## src/rtl/adc_if_pkg.sv

```systemverilog
// Shared ADC interface package: aligner state encoding and width helpers.
package adc_if_pkg;

    typedef enum logic [2:0] {
        ST_IDLE   = 3'd0,
        ST_ARM    = 3'd1,
        ST_SEARCH = 3'd2,
        ST_APPLY  = 3'd3,
        ST_LOCKED = 3'd4,
        ST_FAIL   = 3'd5
    } align_state_t;

    // Number of bits needed to index 'value' distinct items.
    function automatic int unsigned clog2(input int unsigned value);
        int unsigned r;
        r = 0;
        for (int unsigned i = 0; i < 32; i++) begin
            if ((64'd1 << i) < 64'(value)) r = i + 1;
        end
        return r;
    endfunction

    function automatic int unsigned delay_w(input int unsigned max_delay);
        return clog2(max_delay + 1);
    endfunction

    function automatic int unsigned word_w(input int unsigned data_w, input int unsigned spw);
        return data_w * spw;
    endfunction

endpackage

```

## src/rtl/adc_lane_delay.sv

```systemverilog
// One channel's programmable delay: din delayed by 1 + delay_i clk cycles.
module adc_lane_delay #(
    parameter int unsigned WIDTH     = 32,
    parameter int unsigned MAX_DELAY = 7,
    parameter int unsigned DW        = 3
) (
    input  logic             clk,
    input  logic             arst_n,
    input  logic [WIDTH-1:0] din_i,
    input  logic [DW-1:0]    delay_i,
    output logic [WIDTH-1:0] dout_o
);

    // din itself is tap 0, so the shift stages only hold taps 1..MAX_DELAY
    logic [WIDTH-1:0] sr_q [1:MAX_DELAY];
    logic [WIDTH-1:0] tap_d;
    logic [WIDTH-1:0] dout_q;

    // Tap select: the registered output adds the one mandatory cycle
    always_comb begin
        tap_d = din_i;
        for (int unsigned i = 1; i <= MAX_DELAY; i++) begin
            if (delay_i == DW'(i)) tap_d = sr_q[i];
        end
    end

    // Shift register and registered tap
    always_ff @(posedge clk or negedge arst_n) begin
        if (!arst_n) begin
            sr_q   <= '{default: '0};
            dout_q <= '0;
        end else begin
            sr_q[1] <= din_i;
            for (int unsigned i = 2; i <= MAX_DELAY; i++) sr_q[i] <= sr_q[i-1];
            dout_q <= tap_d;
        end
    end

    assign dout_o = dout_q;

endmodule

```

## src/rtl/adc_lane_align.sv

```systemverilog
// Multi-channel ADC lane aligner: per-channel delay lines trained on a sync marker
// or loaded manually. Optional macro ADC_TWOS_COMP_EN inverts each sample MSB on dout.
module adc_lane_align
    import adc_if_pkg::*;
#(
    parameter int unsigned                NUM_CH           = 4,
    parameter int unsigned                ADC_DATA_WIDTH   = 8,
    parameter int unsigned                SAMPLES_PER_WORD = 4,
    parameter int unsigned                MAX_DELAY        = 7,
    parameter int unsigned                TIMEOUT_CYCLES   = 1023,
    parameter logic [ADC_DATA_WIDTH-1:0]  MARKER           = 8'hFF,
    localparam int unsigned               WORD_W = word_w(ADC_DATA_WIDTH, SAMPLES_PER_WORD),
    localparam int unsigned               DW     = delay_w(MAX_DELAY)
) (
    input  logic                     clk,
    input  logic                     arst_n,
    input  logic [NUM_CH*WORD_W-1:0] din,
    input  logic                     train_start,
    input  logic [NUM_CH*DW-1:0]     manual_delay,
    input  logic                     manual_load,
    output logic [NUM_CH*WORD_W-1:0] dout,
    output logic                     dout_valid,
    output logic [NUM_CH*DW-1:0]     delay_out,
    output logic                     busy,
    output logic                     locked,
    output logic                     fail
);

    localparam int unsigned TW = clog2(TIMEOUT_CYCLES + 1);
    localparam int unsigned SW = clog2(MAX_DELAY + 2);

    align_state_t        state_q, state_d;
    logic [TW-1:0]       timer_q, timer_d;
    logic [NUM_CH-1:0]   seen_q, seen_d;
    logic [TW-1:0]       arrive_q [NUM_CH];
    logic [TW-1:0]       arrive_d [NUM_CH];
    logic [DW-1:0]       delay_q  [NUM_CH];
    logic [DW-1:0]       delay_d  [NUM_CH];
    logic [SW-1:0]       settle_q, settle_d;
    logic [TW-1:0]       arr_max, arr_min;
    logic                delay_chg;
    logic [NUM_CH*WORD_W-1:0] din_conv;

    // Sign conversion sits ahead of the delay line so reset still yields dout = 0
`ifdef ADC_TWOS_COMP_EN
    always_comb begin
        din_conv = din;
        for (int unsigned i = 0; i < NUM_CH*SAMPLES_PER_WORD; i++) begin
            din_conv[i*ADC_DATA_WIDTH + ADC_DATA_WIDTH - 1] = ~din[i*ADC_DATA_WIDTH + ADC_DATA_WIDTH - 1];
        end
    end
`else
    assign din_conv = din;
`endif

    // Latest and earliest marker arrival
    always_comb begin
        arr_max = arrive_q[0];
        arr_min = arrive_q[0];
        for (int unsigned c = 1; c < NUM_CH; c++) begin
            if (arrive_q[c] > arr_max) arr_max = arrive_q[c];
            if (arrive_q[c] < arr_min) arr_min = arrive_q[c];
        end
    end

    // Next state, search bookkeeping and delay updates
    always_comb begin
        state_d  = state_q;
        timer_d  = timer_q;
        seen_d   = seen_q;
        arrive_d = arrive_q;
        delay_d  = delay_q;
        if (train_start) begin
            state_d = ST_ARM;
        end else begin
            case (state_q)
                ST_IDLE, ST_LOCKED, ST_FAIL: begin
                    if (manual_load) begin
                        for (int unsigned c = 0; c < NUM_CH; c++) begin
                            if (manual_delay[c*DW +: DW] > DW'(MAX_DELAY)) delay_d[c] = DW'(MAX_DELAY);
                            else                                           delay_d[c] = manual_delay[c*DW +: DW];
                        end
                    end
                end
                ST_ARM: begin
                    seen_d   = '0;
                    arrive_d = '{default: '0};
                    timer_d  = '0;
                    state_d  = ST_SEARCH;
                end
                ST_SEARCH: begin
                    for (int unsigned c = 0; c < NUM_CH; c++) begin
                        if (!seen_q[c] && din[c*WORD_W +: ADC_DATA_WIDTH] == MARKER) begin
                            seen_d[c]   = 1'b1;
                            arrive_d[c] = timer_q;
                        end
                    end
                    if (&seen_d)                              state_d = ST_APPLY;
                    else if (timer_q == TW'(TIMEOUT_CYCLES))  state_d = ST_FAIL;
                    else                                      timer_d = timer_q + 1'b1;
                end
                ST_APPLY: begin
                    if ((arr_max - arr_min) > TW'(MAX_DELAY)) begin
                        state_d = ST_FAIL;
                    end else begin
                        for (int unsigned c = 0; c < NUM_CH; c++) delay_d[c] = DW'(arr_max - arrive_q[c]);
                        state_d = ST_LOCKED;
                    end
                end
                default: state_d = ST_IDLE;
            endcase
        end
    end

    // Settle counter restarts whenever any applied delay changes
    always_comb begin
        delay_chg = 1'b0;
        for (int unsigned c = 0; c < NUM_CH; c++) begin
            if (delay_d[c] != delay_q[c]) delay_chg = 1'b1;
        end
        if (delay_chg)             settle_d = SW'(MAX_DELAY + 1);
        else if (settle_q != '0)   settle_d = settle_q - 1'b1;
        else                       settle_d = settle_q;
    end

    // State and datapath registers
    always_ff @(posedge clk or negedge arst_n) begin
        if (!arst_n) begin
            state_q  <= ST_IDLE;
            timer_q  <= '0;
            seen_q   <= '0;
            arrive_q <= '{default: '0};
            delay_q  <= '{default: '0};
            settle_q <= SW'(MAX_DELAY + 1);
        end else begin
            state_q  <= state_d;
            timer_q  <= timer_d;
            seen_q   <= seen_d;
            arrive_q <= arrive_d;
            delay_q  <= delay_d;
            settle_q <= settle_d;
        end
    end

    for (genvar c = 0; c < NUM_CH; c++) begin : g_lane
        adc_lane_delay #(
            .WIDTH     (WORD_W),
            .MAX_DELAY (MAX_DELAY),
            .DW        (DW)
        ) u_delay (
            .clk     (clk),
            .arst_n  (arst_n),
            .din_i   (din_conv[c*WORD_W +: WORD_W]),
            .delay_i (delay_q[c]),
            .dout_o  (dout[c*WORD_W +: WORD_W])
        );
        assign delay_out[c*DW +: DW] = delay_q[c];
    end

    assign busy       = (state_q == ST_ARM) || (state_q == ST_SEARCH) || (state_q == ST_APPLY);
    assign locked     = (state_q == ST_LOCKED);
    assign fail       = (state_q == ST_FAIL);
    assign dout_valid = (settle_q == '0);

endmodule

```

## config.mk

```make
export PLATFORM = sky130hd
export DESIGN_NAME = adc_lane_align
export DESIGN_NICKNAME = d
export VERILOG_FILES = /design/src/rtl/adc_if_pkg.sv /design/src/rtl/adc_lane_delay.sv /design/src/rtl/adc_lane_align.sv
export SDC_FILE = /design/constraint.sdc
export NUM_CORES = 2
export LEC_CHECK = 0
export ABC_AREA = 1
export BUFFER_PORTS_ARGS = -buffer_cell sky130_fd_sc_hd__buf_2
export CORE_MARGIN = 2
export CORE_UTILIZATION = 55
export CTS_BUF_LIST = sky130_fd_sc_hd__clkbuf_2
export CTS_CLUSTER_DIAMETER = 100
export DETAILED_ROUTE_END_ITERATION = 16
export MAX_ROUTING_LAYER = met4
export PLACE_DENSITY = 0.81
export SLEW_MARGIN = 20
export SYNTH_ARGS = -nofsm -noshare
export SYNTH_HDL_FRONTEND = slang
export SYNTH_SLANG_ARGS = --single-unit
```

## constraint.sdc

```tcl
create_clock -name clk -period 8 [get_ports clk]
set_input_delay 0.8 -clock clk [delete_from_list [all_inputs] [get_ports clk]]
set_output_delay 0.8 -clock clk [all_outputs]
set_load 0.05 [all_outputs]
```

# Word-level counts from Yosys, hierarchy flattened
# Cells that the tools add are included.
[word_totals] ff_bits=1097 input_bits=144 output_inout_bits=144 word_cells=211
[op_classes] add_sub_neg=7 order_cmp=11 eq_ne=50 n_mux=74 bitwise=1 reduce_logical=24
[ops] operator="$mux W32" count=28
[ops] operator="$mux W10" count=12
[ops] operator="$pmux W40 S2" count=1
[ops] operator="$eq A3 B3 Y1 const B" count=18
[ops] operator="$mux W12" count=3
[ops] operator="$eq A8 B8 Y1 const B" count=4
[ops] operator="$eq A3 B2 Y1 const B" count=10
[ops] operator="$gt A10 B10 Y1" count=3
[ops] operator="$lt A10 B10 Y1" count=3
[ops] operator="$pmux W12 S2" count=1
[ops] operator="$mux W3" count=7
[ops] operator="$pmux W10 S2" count=1
[ops] operator="$mux W1" count=17
[ops] operator="$eq A3 B1 Y1 const B" count=5
[ops] operator="$ne A2 B2 Y1 const B" count=7
[ops] operator="$gt A3 B3 Y1 const B" count=4
[ops] operator="$ne A3 B3 Y1" count=4
[ops] operator="$pmux W3 S4" count=1
[ops] operator="$reduce_and A3 Y1" count=4
[ops] operator="$sub A3 B3 Y3" count=4
[ops] operator="$add A10 B1 Y10 const B" count=1
[ops] operator="$eq A10 B10 Y1 const B" count=1
[ops] operator="$gt A10 B3 Y1 const B" count=1
[ops] operator="$sub A10 B10 Y10" count=1
[ops] operator="15 further kinds" count=26

# Depth between registers and ports, before layout
[depth] depth_word=17 mapped_depth=62 ltp_nobuf=59

# Modules after synthesis
# From an unflattened synthesis, not the netlist that was laid out.
[hier_totals] hier_cells=4591 hier_area_um2=43504.2
[by_module_without_submodules] mod="adc_lane_delay" instances=4 cells_per_inst=924 area_each_um2=9276.4 seq_area_each_um2=6406.1
[by_module_without_submodules] mod="adc_lane_align" instances=1 cells_per_inst=895 area_each_um2=6398.6 seq_area_each_um2=1828.0

# Least setup slack after synthesis
# Ideal clock, no wire load.
[synth_timing] kind="flip-flop to flip-flop" startpoint="register arrive_q[29] (netlist name)" endpoint="register settle_q[0]" setup_time_ns=0.072 t_arrival_ns=7.380 required_time_ns=7.928 path_slack_ns=0.549 path_stages_with_launch=49 path_buffers=3 synth_period_minus_slack_ns=7.451 cell_sequence="dfrtp_1 ha_1 nand2_2 inv_2 a21oi_4 nand3_4 nand2_4 clkbuf_1 o21ai_0 ha_1 nand4_1 inv_1 nand2_1 nor2_2 nand4_2 nand2_4 clkbuf_1 nand2_1 [13 not listed] nand2_1 a21oi_1 o21ai_0 a21oi_1 o21ai_0 xor2_1 nor4_4 clkbuf_1 nand3_1 nand3_1 nand2_1 nand2_1 nand2_1 nand2_1 nand2_1 nor2_2 nand3_2 nor2_1"
[synth_via] elab_chain_len=17 word_cells_on_any_way=31 cone_classes="5 x add/sub; 7 x order compare; 4 x eq/ne; 14 x mux; 1 x reduce/logical"
[synth_rtl] element="from (decl)" line_no="adc_lane_align.sv:35" rtl="logic [TW-1:0] arrive_q [NUM_CH];"
[synth_rtl] element="from (signal assigned)" line_no="adc_lane_align.sv:139" rtl="arrive_q <= arrive_d;"
[synth_rtl] element="$gt A10 B10 Y1 / $lt A10 B10 Y1 (equally long branches)" line_no="adc_lane_align.sv:61, adc_lane_align.sv:62"
[synth_rtl] element="$mux W10, on equally long branches" line_no="adc_lane_align.sv:61, adc_lane_align.sv:62"
[synth_rtl] element="$gt A10 B10 Y1 / $lt A10 B10 Y1 (equally long branches)" line_no="adc_lane_align.sv:61, adc_lane_align.sv:62"
[synth_rtl] element="$mux W10, on equally long branches" line_no="adc_lane_align.sv:61, adc_lane_align.sv:62"
[synth_rtl] element="$gt A10 B10 Y1 / $lt A10 B10 Y1 (equally long branches)" line_no="adc_lane_align.sv:61, adc_lane_align.sv:62"
[synth_rtl] element="$mux W10, on equally long branches" line_no="adc_lane_align.sv:61, adc_lane_align.sv:62"
[synth_rtl] element="$sub A10 B10 Y10" line_no="adc_lane_align.sv:103" rtl="if ((arr_max - arr_min) > TW'(MAX_DELAY)) begin"
[synth_rtl] element="$gt A10 B3 Y1" line_no="adc_lane_align.sv:103"
[synth_rtl] element="$mux W12 (*)" line_no="adc_lane_align.sv:103"
[synth_rtl] element="$pmux W12 S2 (*)" line_no="adc_lane_align.sv:76" rtl="case (state_q)"
[synth_rtl] element="$mux W12 (*)" line_no="adc_lane_align.sv:73" rtl="if (train_start) begin"
[synth_rtl] element="$ne A3 B3 Y1" line_no="adc_lane_align.sv:119" rtl="if (delay_d[c] != delay_q[c]) delay_chg = 1'b1;"
[synth_rtl] element="$mux W1 (3 in a row)" line_no="adc_lane_align.sv:119"
[synth_rtl] element="$mux W1 (*)" line_no="adc_lane_align.sv:119"
[synth_rtl] element="$mux W4 / $reduce_bool A2 Y1 (equally long branches)"
[synth_rtl] element="to (signal assigned)" line_no="adc_lane_align.sv:134" rtl="settle_q <= SW'(MAX_DELAY + 1);"
[synth_rtl] element="to (signal assigned)" line_no="adc_lane_align.sv:141" rtl="settle_q <= settle_d;"
[synth_rtl] element="to (decl)" line_no="adc_lane_align.sv:39" rtl="logic [SW-1:0] settle_q, settle_d;"
# Every way passes the cells marked *; elsewhere a longest branch is shown, timed or not.
# A chain may end at the register's enable or synchronous reset.

# Worst setup path in the final report
# Ends and elaborated chain as after synthesis.

==> results.json <==
{
  "cts_tree": "built",
  "portBuffers": 287,
  "dp.cells": 4789,
  "grt_use_total_pct": 27.5,
  "path_max_fanout": 22,
  "tightest_slew_ns": 1.12,
  "cts_buffers": 282,
  "layout_commonest_cell": "dfrtp_1",
  "final_period_minus_worst_setup_slack_ns": 7.41,
  "avgViaCountPerCell": 5.46,
  "area_growth_pct": 16.7,
  "critPathKind": "reg -> reg",
  "syn_nets": 3888,
  "gp_congestion": 0.939,
  "grt_use_met3_pct": 6.26,
  "slew_violations": 0,
  "drc": 0,
  "multi_input_area_um2": 12100,
  "finClkSkew_ns": 0.159,
  "finalHoldViolCount": 0,
  "r2r_end": "settle_q[0]$_DFFE_PN0P_",
  "grt_first_pass_wirelength_mm": 163,
  "num-fill-cells": 5551,
  "num_io_pins": 288,
  "dieArea_um2": 76900,
  "grt_use_met1_pct": 35.8,
  "worstPathArrival_ns": 8.60,
  "holdCritPathClass": "in -> async",
  "h-tree-depth": 5,
  "setup_violations": 0,
  "start_util_pct": 55.4,
  "antenna_found_initial": 11,
  "rr_startpoint": "arrive_q[29]$_DFFE_PN0P_",
  "regArea_um2": 27500,
  "clkTransAtPathRegs_ns": 0.11,
  "crit_path_top_delay_cell": "fa_1",
  "grtUsageMet2_pct": 41.8,
  "layout.nets": 4529,
  "slew_headroom_pct": 24.5,
  "max_freq_mhz": 135,
  "syn_area_per_cell_um2": 11.2,
  "layout-drive-gt1-share_pct": 19.5,
  "clk-insertion-delay-late_ns": 1.38,
  "drt-pass1-iter-count": 5,
  "fp.dieH_um": 277,
  "clockBufferDepth": 4,
  "cp.required_ns": 9.19,
  "cts-root-buf": "clkbuf_2",
  "startpoint_type": "flip-flop",
  "ant_nets": 0,
  "ys_seq_area_share_pct": 66.8,
  "synth-main-ff-cell": "dfrtp_1",
  "drt-initial-drc-count": 2430,
  "grt_pass1_vias": 30700,
  "netlist_area_um2": 41100,
  "grt_overflow": 0,
  "vias": 29700,
  "post_drt_wl_per_cell_um": 18.6,
  "core_um2": 74200,
  "ff2ff_setup_slack_ns": 0.59,
  "grt_max_degree": 194,
  "synth_top_area_cell": "dfrtp_1",
  "grt-busiest-layer": "met2",
  "cts.sinks": 1097,
  "synth_warnings": 0,
  "critPathMaxStageDelay_ns": 0.43,
  "synth_area_leaders": "dfrtp_1 (67%), o21ai_0 (6.1%), nand2_1 (5.5%), o211ai_1 (2.6%), mux2i_1 (2.5%)",
  "die_w_um": 277,
  "instances_no_fill": 5434,
  "synth_edf_count": 0,
  "whs_ns": 0.104,
  "num_rows": 100,
  "final_cell_mix": "dfrtp_1 (1,095), nand2_1 (598), o21ai_0 (483), clkbuf_2 (378), buf_2 (286)",
  "min_period_over_period_pct": 92.7,
  "status": "completed",
  "crit_path_end_kind": "flip-flop",
  "syn_inst": 3678,
  "max_cap_viol_count": 0,
  "synth_top_area_share_pct": 66.7,
  "hpwlAfterDp_mm": 61.3,
  "synth_cell_types": 51,
  "routed_wl_mm": 101,
  "ys_ff_latch": 1097,
  "r2r_cells": 42,
  "async_flop_share_pct": 100
}
[through the flow]
stage	setup slack [ns]	area (um^2)	utilization, %	setup TNS, ns
final	0.585	48000	64.6	0
after global placement	0.240	43600	58.7	0
after detailed placement	0.121	43600	58.7	0
after floorplan	0.549	41100	-	0
after CTS	0.0336	47800	64.4	0
after global routing	-0.00364	48000	64.6	-0.00364
[routing by layer]
layer	vias up	routed length, um	share of wire [%]
met5	-	0	0
met4	0	3510	3.5
met3	228	6220	6.2
met2	938	48200	48
met1	14600	43100	43
li1	13900	-	-
[logic make-up after synthesis]
group / Yosys count / share of synthesized area (%)
AOI/OAI and AO/OA: 969 / 13.6
xor gates and xnor gates: 14 / 0.298
adders and majority gates: 66 / 2.10
buffers and inverters: 449 / 4.19
DFF: 1097 / 66.8
muxes: 118 / 2.93
and+or+nand+nor: 965 / 10.1
[what timing repair did]
item                                   CTS  global route
hold buffers                           207             2
endpoints found under the hold margin  259             2
gates resized for setup                  0            29
setup endpoints to repair                0            17
setup buffers                            0             4
[flip-flops by register name (all words and copies together), names as in the netlist]
signal / flops
g_lane.u_delay.dout_o: 128
seen_q: 4
state_q: 3
g_lane.u_delay.sr_q: 896
delay_out: 12
settle_q: 4
arrive_q: 40
timer_q: 10
[worst max-delay path, delay by kind of cell, from the launching register on]
kind | cells | cell delay, ns
buffers and inverters | 5 | 0.71
AOI/OAI and AO/OA | 12 | 2.38
DFF | 1 | 0.40
xor gates and xnor gates | 1 | 0.17
and+or+nand+nor | 19 | 2.01
adders and majority gates | 5 | 1.59
[synth_stat cells, types with 10 or more instances]
master    count
nand3_1     140
mux2i_1     101
buf_1        11
o221ai_1     13
xor2_1       10
a31o_2       30
nor2_1      103
ha_1         61
dfrtp_1    1096
nand3_2      10
nand2_2      16
o21ai_0     500
nand2_1     600
o211ai_1    143
mux2_2       17
clkinv_1     10
o31ai_1      30
a21oi_1     198
a211oi_1     32
inv_1       233
nor3_1       58
clkbuf_1    180
[area by class of cell]
cell class	instances	share of cell area, %
clock buffers	378	3.94
clock inverters	41	0.558
diodes	11	0.0574
inverters	252	1.98
flip-flops and latches	1097	57.2
multi-input cells	2133	25.2
repair buffers	553	8.45
well taps	969	2.53
[how the worst max path moves through the flow]
stage          slack (ns)                      end                startpoint
5_1_grt            -0.004  settle_q[0]$_DFFE_PN0P_  arrive_q[33]$_DFFE_PN0P_
3_5_place_dp         0.12  settle_q[0]$_DFFE_PN0P_  arrive_q[25]$_DFFE_PN0P_
2_1_floorplan        0.55  settle_q[0]$_DFFE_PN0P_  arrive_q[29]$_DFFE_PN0P_
6_report             0.59  settle_q[0]$_DFFE_PN0P_  arrive_q[29]$_DFFE_PN0P_
3_3_place_gp         0.24  settle_q[2]$_DFFE_PN0P_  arrive_q[25]$_DFFE_PN0P_
4_1_cts              0.03  settle_q[0]$_DFFE_PN0P_  arrive_q[39]$_DFFE_PN0P_
Power is left out: the tool's default activity adds up to more than one toggle a clock period on the data nets, which glitch-free logic cannot reach.
